$ cat config.mk
export PLATFORM = sky130hd
export DESIGN_NAME = divider
export DESIGN_NICKNAME = d
export VERILOG_FILES = /design/src/rtl/divider_pkg.sv /design/src/rtl/divider_step.sv /design/src/rtl/divider.sv
export SDC_FILE = /design/constraint.sdc
export NUM_CORES = 1
export LEC_CHECK = 0
export ABC_AREA = 1
export BUFFER_PORTS_ARGS = -buffer_cell sky130_fd_sc_hd__buf_4
export CAP_MARGIN = 15
export CORE_MARGIN = 1
export CORE_UTILIZATION = 65
export CTS_CLUSTER_DIAMETER = 40
export DETAILED_ROUTE_END_ITERATION = 16
export PLACE_DENSITY = 0.87
export SLEW_MARGIN = 40
export SYNTH_ARGS = -nofsm -noshare
export SYNTH_HDL_FRONTEND = slang
export SYNTH_SLANG_ARGS = --single-unit
$ cat constraint.sdc
create_clock -name clk -period 7.65 [get_ports clk]
set_clock_uncertainty 0.2 [all_clocks]
set_input_delay 1.1475 -clock clk [delete_from_list [all_inputs] [get_ports clk]]
set_output_delay 1.1475 -clock clk [all_outputs]
set_load 0.005 [all_outputs]
$ cat src/rtl/divider_pkg.sv
// div_defs: definitions shared by the EX-stage divider, the HI/LO register
// and the hilo_en consumer.
//   DIV_IDLE/DIV_RUN/DIV_DONE : 2-bit FSM state encoding of the divider
//   DIV_STEPS                 : radix-2 iterations per operation
//   DIV_W                     : architectural register width
//   hilo_t / hilo_pack        : {HI, LO} = {remainder, quotient} packing order
package div_defs;

  localparam logic [1:0] DIV_IDLE = 2'd0;
  localparam logic [1:0] DIV_RUN  = 2'd1;
  localparam logic [1:0] DIV_DONE = 2'd2;

  localparam int DIV_STEPS = 32;
  localparam int DIV_W     = 32;

  // HI lives in the upper half of the 64-bit word, LO in the lower half.
  typedef struct packed {
    logic [DIV_W-1:0] hi;
    logic [DIV_W-1:0] lo;
  } hilo_t;

  // Build the {HI, LO} word from a remainder and a quotient.
  function automatic hilo_t hilo_pack(input logic [DIV_W-1:0] rem,
                                      input logic [DIV_W-1:0] quo);
    hilo_t w;
    w.hi = rem;
    w.lo = quo;
    return w;
  endfunction

endpackage

$ cat src/rtl/divider_step.sv
// div_step: one combinational radix-2 restoring division iteration.
//   pr      : partial remainder {remainder bits, remaining dividend/quotient bits}
//   divisor : divisor magnitude
//   pr_next : partial remainder after shift / trial-subtract / select; the
//             freshly produced quotient bit is in pr_next[0]
module div_step
  import div_defs::*;
#(
  parameter int WIDTH = DIV_W
) (
  input  logic [2*WIDTH-1:0] pr,
  input  logic [WIDTH-1:0]   divisor,
  output logic [2*WIDTH-1:0] pr_next
);

  logic [2*WIDTH:0] shifted_s;
  logic [WIDTH:0]   trial_s;

  // Shift, trial-subtract the divisor from the upper half, keep or restore.
  always_comb begin
    shifted_s = {pr, 1'b0};
    // The bit shifted out of pr's MSB takes part in the compare: a remainder
    // of 2^31 or more doubles past 32 bits and must still subtract correctly.
    trial_s   = shifted_s[2*WIDTH:WIDTH] - {1'b0, divisor};
    if (trial_s[WIDTH] == 1'b0) begin
      pr_next = {trial_s[WIDTH-1:0], shifted_s[WIDTH-1:1], 1'b1};
    end else begin
      pr_next = shifted_s[2*WIDTH-1:0];
    end
  end

endmodule

$ cat src/rtl/divider.sv
// divider: iterative radix-2 DIV/DIVU unit for the MIPS EX stage.
//   clk        : rising-edge clock
//   rst        : synchronous active-high reset
//   start      : EX-stage instruction is DIV/DIVU
//   signed_div : signed operation, sampled with start
//   annul      : EX-stage flush; aborts a running operation
//   a, b       : dividend (rs), divisor (rt)
//   result     : {remainder, quotient}, held until the next completion
//   ready      : one-cycle pulse, result must be committed to HI/LO
//   stall      : freeze IF/ID/EX while the division is in progress
module divider
  import div_defs::*;
#(
  parameter int WIDTH = DIV_STEPS
) (
  input  logic               clk,
  input  logic               rst,
  input  logic               start,
  input  logic               signed_div,
  input  logic               annul,
  input  logic [WIDTH-1:0]   a,
  input  logic [WIDTH-1:0]   b,
  output logic [2*WIDTH-1:0] result,
  output logic               ready,
  output logic               stall
);

  localparam logic [5:0] LAST_CNT = 6'(WIDTH - 1);

  logic [1:0]         state_r;
  logic [5:0]         cnt_r;
  logic [2*WIDTH-1:0] pr_r;
  logic [WIDTH-1:0]   dvs_r;
  logic               qneg_r;
  logic               rneg_r;
  logic [2*WIDTH-1:0] result_r;
  logic               ready_r;

  logic               accept_s;
  logic               a_neg_s;
  logic               b_neg_s;
  logic [WIDTH-1:0]   a_mag_s;
  logic [WIDTH-1:0]   b_mag_s;
  logic [2*WIDTH-1:0] pr_next_s;
  logic [WIDTH-1:0]   quo_fix_s;
  logic [WIDTH-1:0]   rem_fix_s;
  logic               stall_s;

  // Two's-complement negation in WIDTH bits when en is set; wraps for -2^31.
  function automatic logic [WIDTH-1:0] neg_if(input logic [WIDTH-1:0] val,
                                              input logic en);
    logic [WIDTH-1:0] r;
    if (en) begin
      r = (~val) + {{(WIDTH-1){1'b0}}, 1'b1};
    end else begin
      r = val;
    end
    return r;
  endfunction

  div_step #(.WIDTH(WIDTH)) u_step (
    .pr      (pr_r),
    .divisor (dvs_r),
    .pr_next (pr_next_s)
  );

  // Operand magnitudes and the accept condition seen in IDLE.
  always_comb begin
    accept_s = start & ~annul;
    a_neg_s  = signed_div & a[WIDTH-1];
    b_neg_s  = signed_div & b[WIDTH-1];
    a_mag_s  = neg_if(a, a_neg_s);
    b_mag_s  = neg_if(b, b_neg_s);
  end

  // Sign fix-up of the final step's output, registered on the last RUN edge.
  always_comb begin
    quo_fix_s = neg_if(pr_next_s[WIDTH-1:0], qneg_r);
    rem_fix_s = neg_if(pr_next_s[2*WIDTH-1:WIDTH], rneg_r);
  end

  // Pipeline freeze: same-cycle on an accepted start, held through RUN.
  always_comb begin
    case (state_r)
      DIV_IDLE: stall_s = accept_s;
      DIV_RUN:  stall_s = 1'b1;
      DIV_DONE: stall_s = 1'b0;
      default:  stall_s = 1'b0;
    endcase
  end

  // FSM, iteration registers and the registered result/ready outputs.
  always_ff @(posedge clk) begin
    if (rst) begin
      state_r  <= DIV_IDLE;
      cnt_r    <= 6'd0;
      pr_r     <= {(2*WIDTH){1'b0}};
      dvs_r    <= {WIDTH{1'b0}};
      qneg_r   <= 1'b0;
      rneg_r   <= 1'b0;
      result_r <= {(2*WIDTH){1'b0}};
      ready_r  <= 1'b0;
    end else begin
      case (state_r)
        DIV_IDLE: begin
          ready_r <= 1'b0;
          if (accept_s) begin
            cnt_r  <= 6'd0;
            pr_r   <= {{WIDTH{1'b0}}, a_mag_s};
            dvs_r  <= b_mag_s;
            qneg_r <= a_neg_s ^ b_neg_s;
            rneg_r <= a_neg_s;
            if (b == {WIDTH{1'b0}}) begin
              // Divide by zero: no iterations, dividend lands in HI.
              result_r <= {a, {WIDTH{1'b1}}};
              ready_r  <= 1'b1;
              state_r  <= DIV_DONE;
            end else begin
              state_r  <= DIV_RUN;
            end
          end
        end
        DIV_RUN: begin
          if (annul) begin
            // Squashed: result keeps the previous committed value.
            ready_r <= 1'b0;
            state_r <= DIV_IDLE;
          end else begin
            pr_r  <= pr_next_s;
            cnt_r <= cnt_r + 6'd1;
            if (cnt_r == LAST_CNT) begin
              result_r <= {rem_fix_s, quo_fix_s};
              ready_r  <= 1'b1;
              state_r  <= DIV_DONE;
            end
          end
        end
        DIV_DONE: begin
          ready_r <= 1'b0;
          state_r <= DIV_IDLE;
        end
        default: begin
          ready_r <= 1'b0;
          state_r <= DIV_IDLE;
        end
      endcase
    end
  end

  assign result = result_r;
  assign ready  = ready_r;
  assign stall  = stall_s;

endmodule

==> results by group, run 1 <==
Global route
  • Global route overflow: 0
  • GR Util met3: 0.0758
  • GR Util met1: 0.548
  • GR Util met2: 0.662
  • Largest net degree at the start of global routing: a little over 90
  • GRT Util Overall: 0.417
  • Busiest layer in global routing: met2
  • First-pass GRT wire length: 66.3 mm
  • Initial antenna violation count: 0
  • Vias in the first global route: about 13000

Layout
  • Nets: 2288
  • Post-route insts no fill: between 2000 and 2500
  • Layout cells sized above 1: 0.119
  • N_diodes: 0
  • Final core occ: 0.747
  • Area grow syn2layout: 12.8%

Clock network
  • Cts repair resizes: 0
  • Cts hold-fix bufs: 0
  • CTS Root Cell: clkbuf_16
  • CTS Sinks: between 150 and 200
  • CTS max path bufs: 2
  • Clk Latency, worst-skew pair: 0.44 ns
  • Setup Fix Bufs, Post-CTS: 0
  • TritonCTS buffer count: 17
  • CTS tree: done
  • Htree depth: 4
  • Clk slew on worst S/H paths: ~0.08 ns

Pwr
  • Maximum VDD drop: about 0.00017 V
  • Power Total: between 2 and 3 mW
  • P_leak: around 7.2 nW
  • P per Cell Area: between 150 and 200 nW/µm²

Yosys
  • Syn Inst Count: roughly 2100
  • Main synth FF type: dfxtp_1
  • Register bit total from synthesis: ~170
  • Post-Syn Area: ~13000 µm²
  • Library cells used by synthesis: 62
  • Syn nets: 2211
  • Register area share after synthesis: 0.266
  • Yosys warning count: 0
  • Asr flop ratio synth: 0
  • Number of synthesized flops with an enable pin: 0
  • Avg Cell Area, Syn: 6.12 µm²

Worst setup path
  • Crit path capture type: flop
  • Slowest stage delay, CP: ~0.43 ns
  • Crit Path Max Fanout: 34
  • Crit path kind: flop to flop
  • Crit-path most repeated cell: nand2_1
  • Critical path startpoint category: flop
  • Worst endpoint required time: slightly below 8 ns
  • Worst EP arrival: 5.18 ns
  • Slowest CP cell: fa_1

Floorplan
  • Die X: 143 µm
  • Chip Height: approximately 140 µm
  • Row count: 51
  • Initial core utilization: 0.662
  • I/O pin cnt: 135
  • Full die area: between 20000 and 25000 µm²
  • Core area: ~19000 µm²

STA
  • Max Clk Rate: slightly below 200 MHz
  • RSZ-0062 raised after global routing: no
  • Max Slew Vio Count: 0
  • Period minus WS final: 5.04 ns
  • Final worst path period share: 0.659
  • Final setup vio count: 0
  • Final hold violations: 0
  • Worst-margin pin slew: around 0.86 ns
  • Max_slew headroom: 0.428
  • Final TNS setup: 0 ns

Placed design
  • I/O Buffers: ~130
  • Routability cong.: between 0.9 and 1
  • Dpl hpwl: 31.1 mm
  • Placed insts: ~2400

Drt
  • Via density: just under 6
  • First-iteration detailed-routing DRC count: 1511
  • Drt drc: 0
  • Drt pass-1 iters: 7
  • Total wire length: 42.2 mm
  • Final antenna-violating net count: 0
  • Via Count: approximately 15000
  • Routed WL per cell: approximately 17 µm

Min path
  • Worst Hold Class: flop to flop

Run
  • Maxcap violations: 0

Status
  • Status: completed
worst paths after layout:
| check | start | endpoint | slack [ns] | cells past startpoint |
|---|---|---|---|---|
| setup / recovery | pr_r[31] | result[30] | 2.61 | 28 |
| hold reg to reg | result[21] | result[21] | 0.27 | 2 |
| setup reg to reg | pr_r[31] | result[30] | 2.61 | 28 |
| hold / removal | result[21] | result[21] | 0.27 | 2 |
kinds of logic after synthesis:
group,count (synthesis),share of synthesized area
flops,171,0.266
buf+inv,382,0.117
simple gates,1015,0.344
fa+ha+maj,38,0.0375
compound gates,438,0.195
xor+xnor,60,0.0408
cells in the mapped netlist, types with 5 or more instances:
library cell / n / area share
nand4_1: 21 / 0.010
nand3_2: 5 / 0.0039
xor2_1: 47 / 0.032
a21oi_1: 188 / 0.073
nor2_2: 12 / 0.0058
o21ai_0: 123 / 0.048
o211ai_1: 30 / 0.017
nand3b_1: 8 / 0.0047
ha_1: 37 / 0.036
nor3_1: 35 / 0.014
nor4_1: 11 / 0.0053
nand2_1: 548 / 0.16
o221ai_1: 14 / 0.0095
nor2_1: 173 / 0.050
nand3_1: 152 / 0.059
buf_1: 8 / 0.0023
dfxtp_1: 171 / 0.27
a211oi_1: 5 / 0.0029
nand2_2: 26 / 0.013
clkbuf_1: 62 / 0.018
buf_6: 5 / 0.0044
buf_2: 8 / 0.0031
o21ai_1: 9 / 0.0035
xnor2_1: 13 / 0.0088
nand2_4: 6 / 0.0052
o22ai_1: 7 / 0.0034
inv_1: 284 / 0.083
inv_2: 8 / 0.0023
a31oi_1: 23 / 0.011
o21bai_1: 8 / 0.0047
o31ai_1: 5 / 0.0029
per-layer routing:
| metal | share of wire | vias to the layer above |
|---|---|---|
| met4 | 0.039 | 0 |
| li1 | - | 7023 |
| met1 | 0.42 | 6639 |
| met2 | 0.44 | 858 |
| met3 | 0.096 | 138 |
| met5 | 0 | - |
power breakdown:
part	internal [mW]	switching, mW
Clock	0.498	0.414
Combinational	0.268	0.557
Sequential	0.939	0.0428
Total	1.71	1.01
critical path: cells and delay by family, from the launching register on:
family	cells	cell delay, ns
AOI/OAI and AO/OA	4	0.83
DFF	1	0.31
buffers and inverters	4	0.31
adders and majority gates	3	0.94
xor gates and xnor gates	1	0.18
and+or+nand+nor	16	2.16
state kept, by name, summed over array words and instances (netlist names):
| signal | count |
|---|---|
| cnt_r | 6 |
| ready | 1 |
| dvs_r | 32 |
| pr_r | 64 |
| rneg_r | 1 |
| qneg_r | 1 |
| result | 64 |
| state_r | 2 |
layout by cell type, fill, tap and decap left out, drive strengths merged, types with 14 or more instances in the layout:
master  count
a31oi      23
ha         37
nand4      21
xor2       47
nor3       40
a21oi     193
o21ai     135
nand3     158
o211ai     30
o221ai     14
inv       298
clkbuf     18
nand2     580
dfxtp     171
buf       146
nor2      185
through the flow:
step / cell area (µm²) / setup slack (ns) / hold WS [ns]
finish: 14500 / 2.61 / 0.270
global route: 14500 / 2.13 / 0.285
CTS: 14500 / 2.70 / 0.270
detailed placement: 13900 / 2.70 / 0.260
global placement: 13900 / 2.96 / 0.254
floorplan: 12900 / 3.63 / 0.247
area by class of cell:
type / instances / area [µm²]
sequential: 171 / 3420
fill: 1642 / 4930
clock buffer: 18 / 439
tap: 265 / 332
multi-input combinational: 1551 / 7980
inverter: 294 / 1100
clock inverter: 13 / 155
timing repair buffer: 146 / 1100
Note: power is estimated with default switching activity, not from simulation.
==> run 2: changes to the inputs <==
--- a/config.mk
+++ b/config.mk
@@ -5,14 +5,14 @@
 export SDC_FILE = /design/constraint.sdc
 export NUM_CORES = 1
 export LEC_CHECK = 0
-export ABC_AREA = 1
+export ABC_AREA = 0
 export BUFFER_PORTS_ARGS = -buffer_cell sky130_fd_sc_hd__buf_4
 export CAP_MARGIN = 15
 export CORE_MARGIN = 1
-export CORE_UTILIZATION = 65
+export CORE_UTILIZATION = 54
 export CTS_CLUSTER_DIAMETER = 40
 export DETAILED_ROUTE_END_ITERATION = 16
-export PLACE_DENSITY = 0.87
+export PLACE_DENSITY = 0.77
 export SLEW_MARGIN = 40
 export SYNTH_ARGS = -nofsm -noshare
 export SYNTH_HDL_FRONTEND = slang
==> constraint.sdc (replaced) <==
create_clock -name clk -period 4.5 [get_ports clk]
set_clock_uncertainty 0.2 [all_clocks]
set_input_delay 0.675 -clock clk [delete_from_list [all_inputs] [get_ports clk]]
set_output_delay 0.675 -clock clk [all_outputs]
set_load 0.005 [all_outputs]
==> run 2 against run 1 <==
The flow now finishes with violations (setup timing). Clock power up 66%. Critical endpoint is now result[52]. Synthesized cell count down 22%. Critical path type unchanged. Worst hold slack worse by 0.018 ns.
==> results by group, run 2 <==
Floorplan
  • I/O pin cnt: 135
  • Initial core utilization: 0.553
  • Die X: between 150 and 200 µm
  • Core area: between 20000 and 25000 µm²
  • Full die area: around 23000 µm²
  • Row count: 54
  • Chip Height: 152 µm

Pwr
  • P per Cell Area: about 300 nW/µm²
  • Power Total: between 4 and 5 mW
  • P_leak: 5.84 nW
  • Maximum VDD drop: around 0.00026 V

Clock network
  • CTS max path bufs: 2
  • Clk Latency, worst-skew pair: roughly 0.45 ns
  • Htree depth: 4
  • Clk slew on worst S/H paths: about 0.080 ns
  • CTS tree: done
  • CTS Root Cell: clkbuf_16
  • CTS Sinks: between 150 and 200
  • Cts hold-fix bufs: 0
  • TritonCTS buffer count: 17

Placed design
  • Dpl hpwl: approximately 30 mm
  • Pre-CTS setup slack: -0.0606 ns
  • I/O Buffers: approximately 130
  • Placed insts: 2032
  • Placed Area: ~14000 µm²
  • Routability cong.: between 0.9 and 1

Layout
  • N_diodes: 0
  • Leading cell type in the layout, fill and taps excluded: nor2_1
  • Most frequent cells in the layout: 272 x nor2_1, 222 x buf_4, 166 x dfxtp_1, 141 x nand2_1, 128 x a21oi_1
  • Filler instances: slightly below 2000
  • Nets: ~1900
  • Area grow syn2layout: 20.9%
  • Post-route insts no fill: 2074
  • Layout cells sized above 1: 0.192
  • Design area: between 10000 and 15000 µm²
  • Final core occ: 0.669

Drt
  • Via Count: approximately 13000
  • First-iteration detailed-routing DRC count: around 1300
  • Max layer used: met4
  • Total wire length: about 40 mm
  • Met3 routed WL: 3.82 mm
  • Routed WL per cell: 19.2 µm
  • Met2 Routed Length: about 18 mm
  • Drt drc: 0
  • Drt pass-1 iters: 6
  • Via density: ~6.3
  • Final antenna-violating net count: 0
  • Wl on met1: 17.2 mm

STA
  • RSZ-0062 raised after global routing: yes
  • Final WS setup: -0.0831 ns
  • Final setup vio count: 1
  • Max_slew headroom: 0.461
  • Worst-margin pin slew: slightly above 0.8 ns
  • Final TNS setup: -0.0831 ns
  • Final worst path period share: 1.02
  • Max Slew Vio Count: 0
  • Max Clk Rate: 218 MHz
  • Period minus WS final: ~4.6 ns
  • Smallest hold slack: approximately 0.25 ns
  • Final hold violations: 0

Global route
  • Global route overflow: 0
  • Largest net degree at the start of global routing: 92
  • Initial antenna violation count: 0
  • Vias in the first global route: approximately 11000
  • First-pass GRT wire length: about 60 mm
  • GRT Util Overall: 0.345

Yosys
  • Syn nets: ~1700
  • Register area share after synthesis: 0.283
  • Dominant cells by area after synthesis: dfxtp_1 28%, nor2_1 8.5%, a211oi_1 6.0%, a21oi_1 5.8%, xor2_1 5.5%
  • Avg Cell Area, Syn: ~7.4 µm²
  • Register bit total from synthesis: between 150 and 200
  • Leading area contributor after synthesis: dfxtp_1
  • Post-Syn Area: between 10000 and 15000 µm²
  • Main synth FF type: dfxtp_1
  • Most frequent cell after synthesis: nor2_1
  • Library cells used by synthesis: 85
  • Syn Inst Count: approximately 1600
  • Yosys warning count: 0
  • Top post-synthesis cells by count: 275 x nor2_1, 171 x dfxtp_1, 141 x a21oi_1, 141 x nand2_1, 96 x a211oi_1
  • Top cell type's share of synthesized area: 0.283
  • Number of synthesized flops with an enable pin: 0
  • Asr flop ratio synth: 0

Min path
  • Worst Hold Class: flop to flop

Worst setup path
  • Worst endpoint required time: around 4.7 ns
  • Crit Path Max Fanout: 5
  • Worst EP arrival: approximately 4.8 ns
  • Crit path kind: flop to flop
  • Critical path startpoint category: flop
  • Crit path capture type: flop

Status
  • Status: finished with violations
  • Failing checks: setup timing

Run
  • Maxcap violations: 0
[run 2: cell types whose count changed after synthesis, moves of 29 or more]
cell,previous run,this run
nand3_1,152,22
o21ai_0,123,67
xor2_1,47,76
nor2_1,173,275
a311oi_1,1,31
inv_1,284,57
a21oi_1,188,141
xnor2_1,13,44
nand2_1,548,141
a211oi_1,5,96
[run 2: power breakdown]
group,switching [mW],internal [mW],total (mW)
logic,0.775,0.501,1.28
clock network,0.762,0.749,1.51
registers,0.0711,1.59,1.66
total,1.61,2.84,4.45
[run 2: layer usage]
layer | vias to the layer above | track usage
li1 | 6228 | -
met2 | 692 | 0.523
met3 | 115 | 0.0677
met1 | 6070 | 0.485
met4 | 0 | 0.114
met5 | - | 0
[run 2: repair_timing]
action | CTS | global route
resized for setup | 4 | 40
setup endpoints to repair | 5 | 11
endpoints found under the hold margin | 0 | 0
buffers inserted | 1 | 9
pin swaps | 2 | 20
gates cloned | 0 | 0
[run 2: path summary, 6_finish.rpt]
path,startpoint,to,slack [ns],depth (start not counted)
worst max register to register,pr_r[31],result[52],-0.08,19
worst max-delay path,pr_r[31],result[52],-0.08,19
worst min-delay path,dvs_r[25],dvs_r[25],0.25,2
worst min register to register,dvs_r[25],dvs_r[25],0.25,2
[run 2: final cells by class]
class | count | area [µm²] | area share
multi-input cells | 1306 | 8280 | 0.566
clock buffers | 17 | 425 | 0.0291
well taps | 280 | 350 | 0.0239
inverters | 58 | 218 | 0.0149
clock inverters | 15 | 174 | 0.0119
repair buffers | 227 | 1760 | 0.120
flip-flops and latches | 171 | 3430 | 0.234
[run 2: cell families (layout without fill, tap and decap cells)]
| family | Yosys count | in the layout | synth area share |
|---|---|---|---|
| flip-flops | 171 | 171 | 0.283 |
| multiplexers | 31 | 31 | 0.0265 |
| XOR/XNOR | 120 | 120 | 0.0868 |
| AND/OR/NAND/NOR | 625 | 625 | 0.235 |
| buffers and inverters | 160 | 317 | 0.0527 |
| adder cells (fa/ha/maj) | 38 | 38 | 0.0399 |
| AO/OA/AOI/OAI | 492 | 492 | 0.276 |
[run 2: critical path, stage by stage, from the launching register on]
cell       delay, ns
dfxtp_2         0.33
inv_2           0.06
ha_4            0.14
inv_2           0.05
fa_2            0.40
nand3_2         0.09
a21oi_2         0.07
o2111ai_2       0.28
a21oi_4         0.14
o21a_1          0.24
nor2_4          0.16
mux2i_2         0.30
ha_2            0.28
nand2_1         0.07
nand4b_1        0.27
o41a_1          0.53
o41ai_2         0.37
xor2_1          0.20
nand2_1         0.10
a211oi_2        0.24
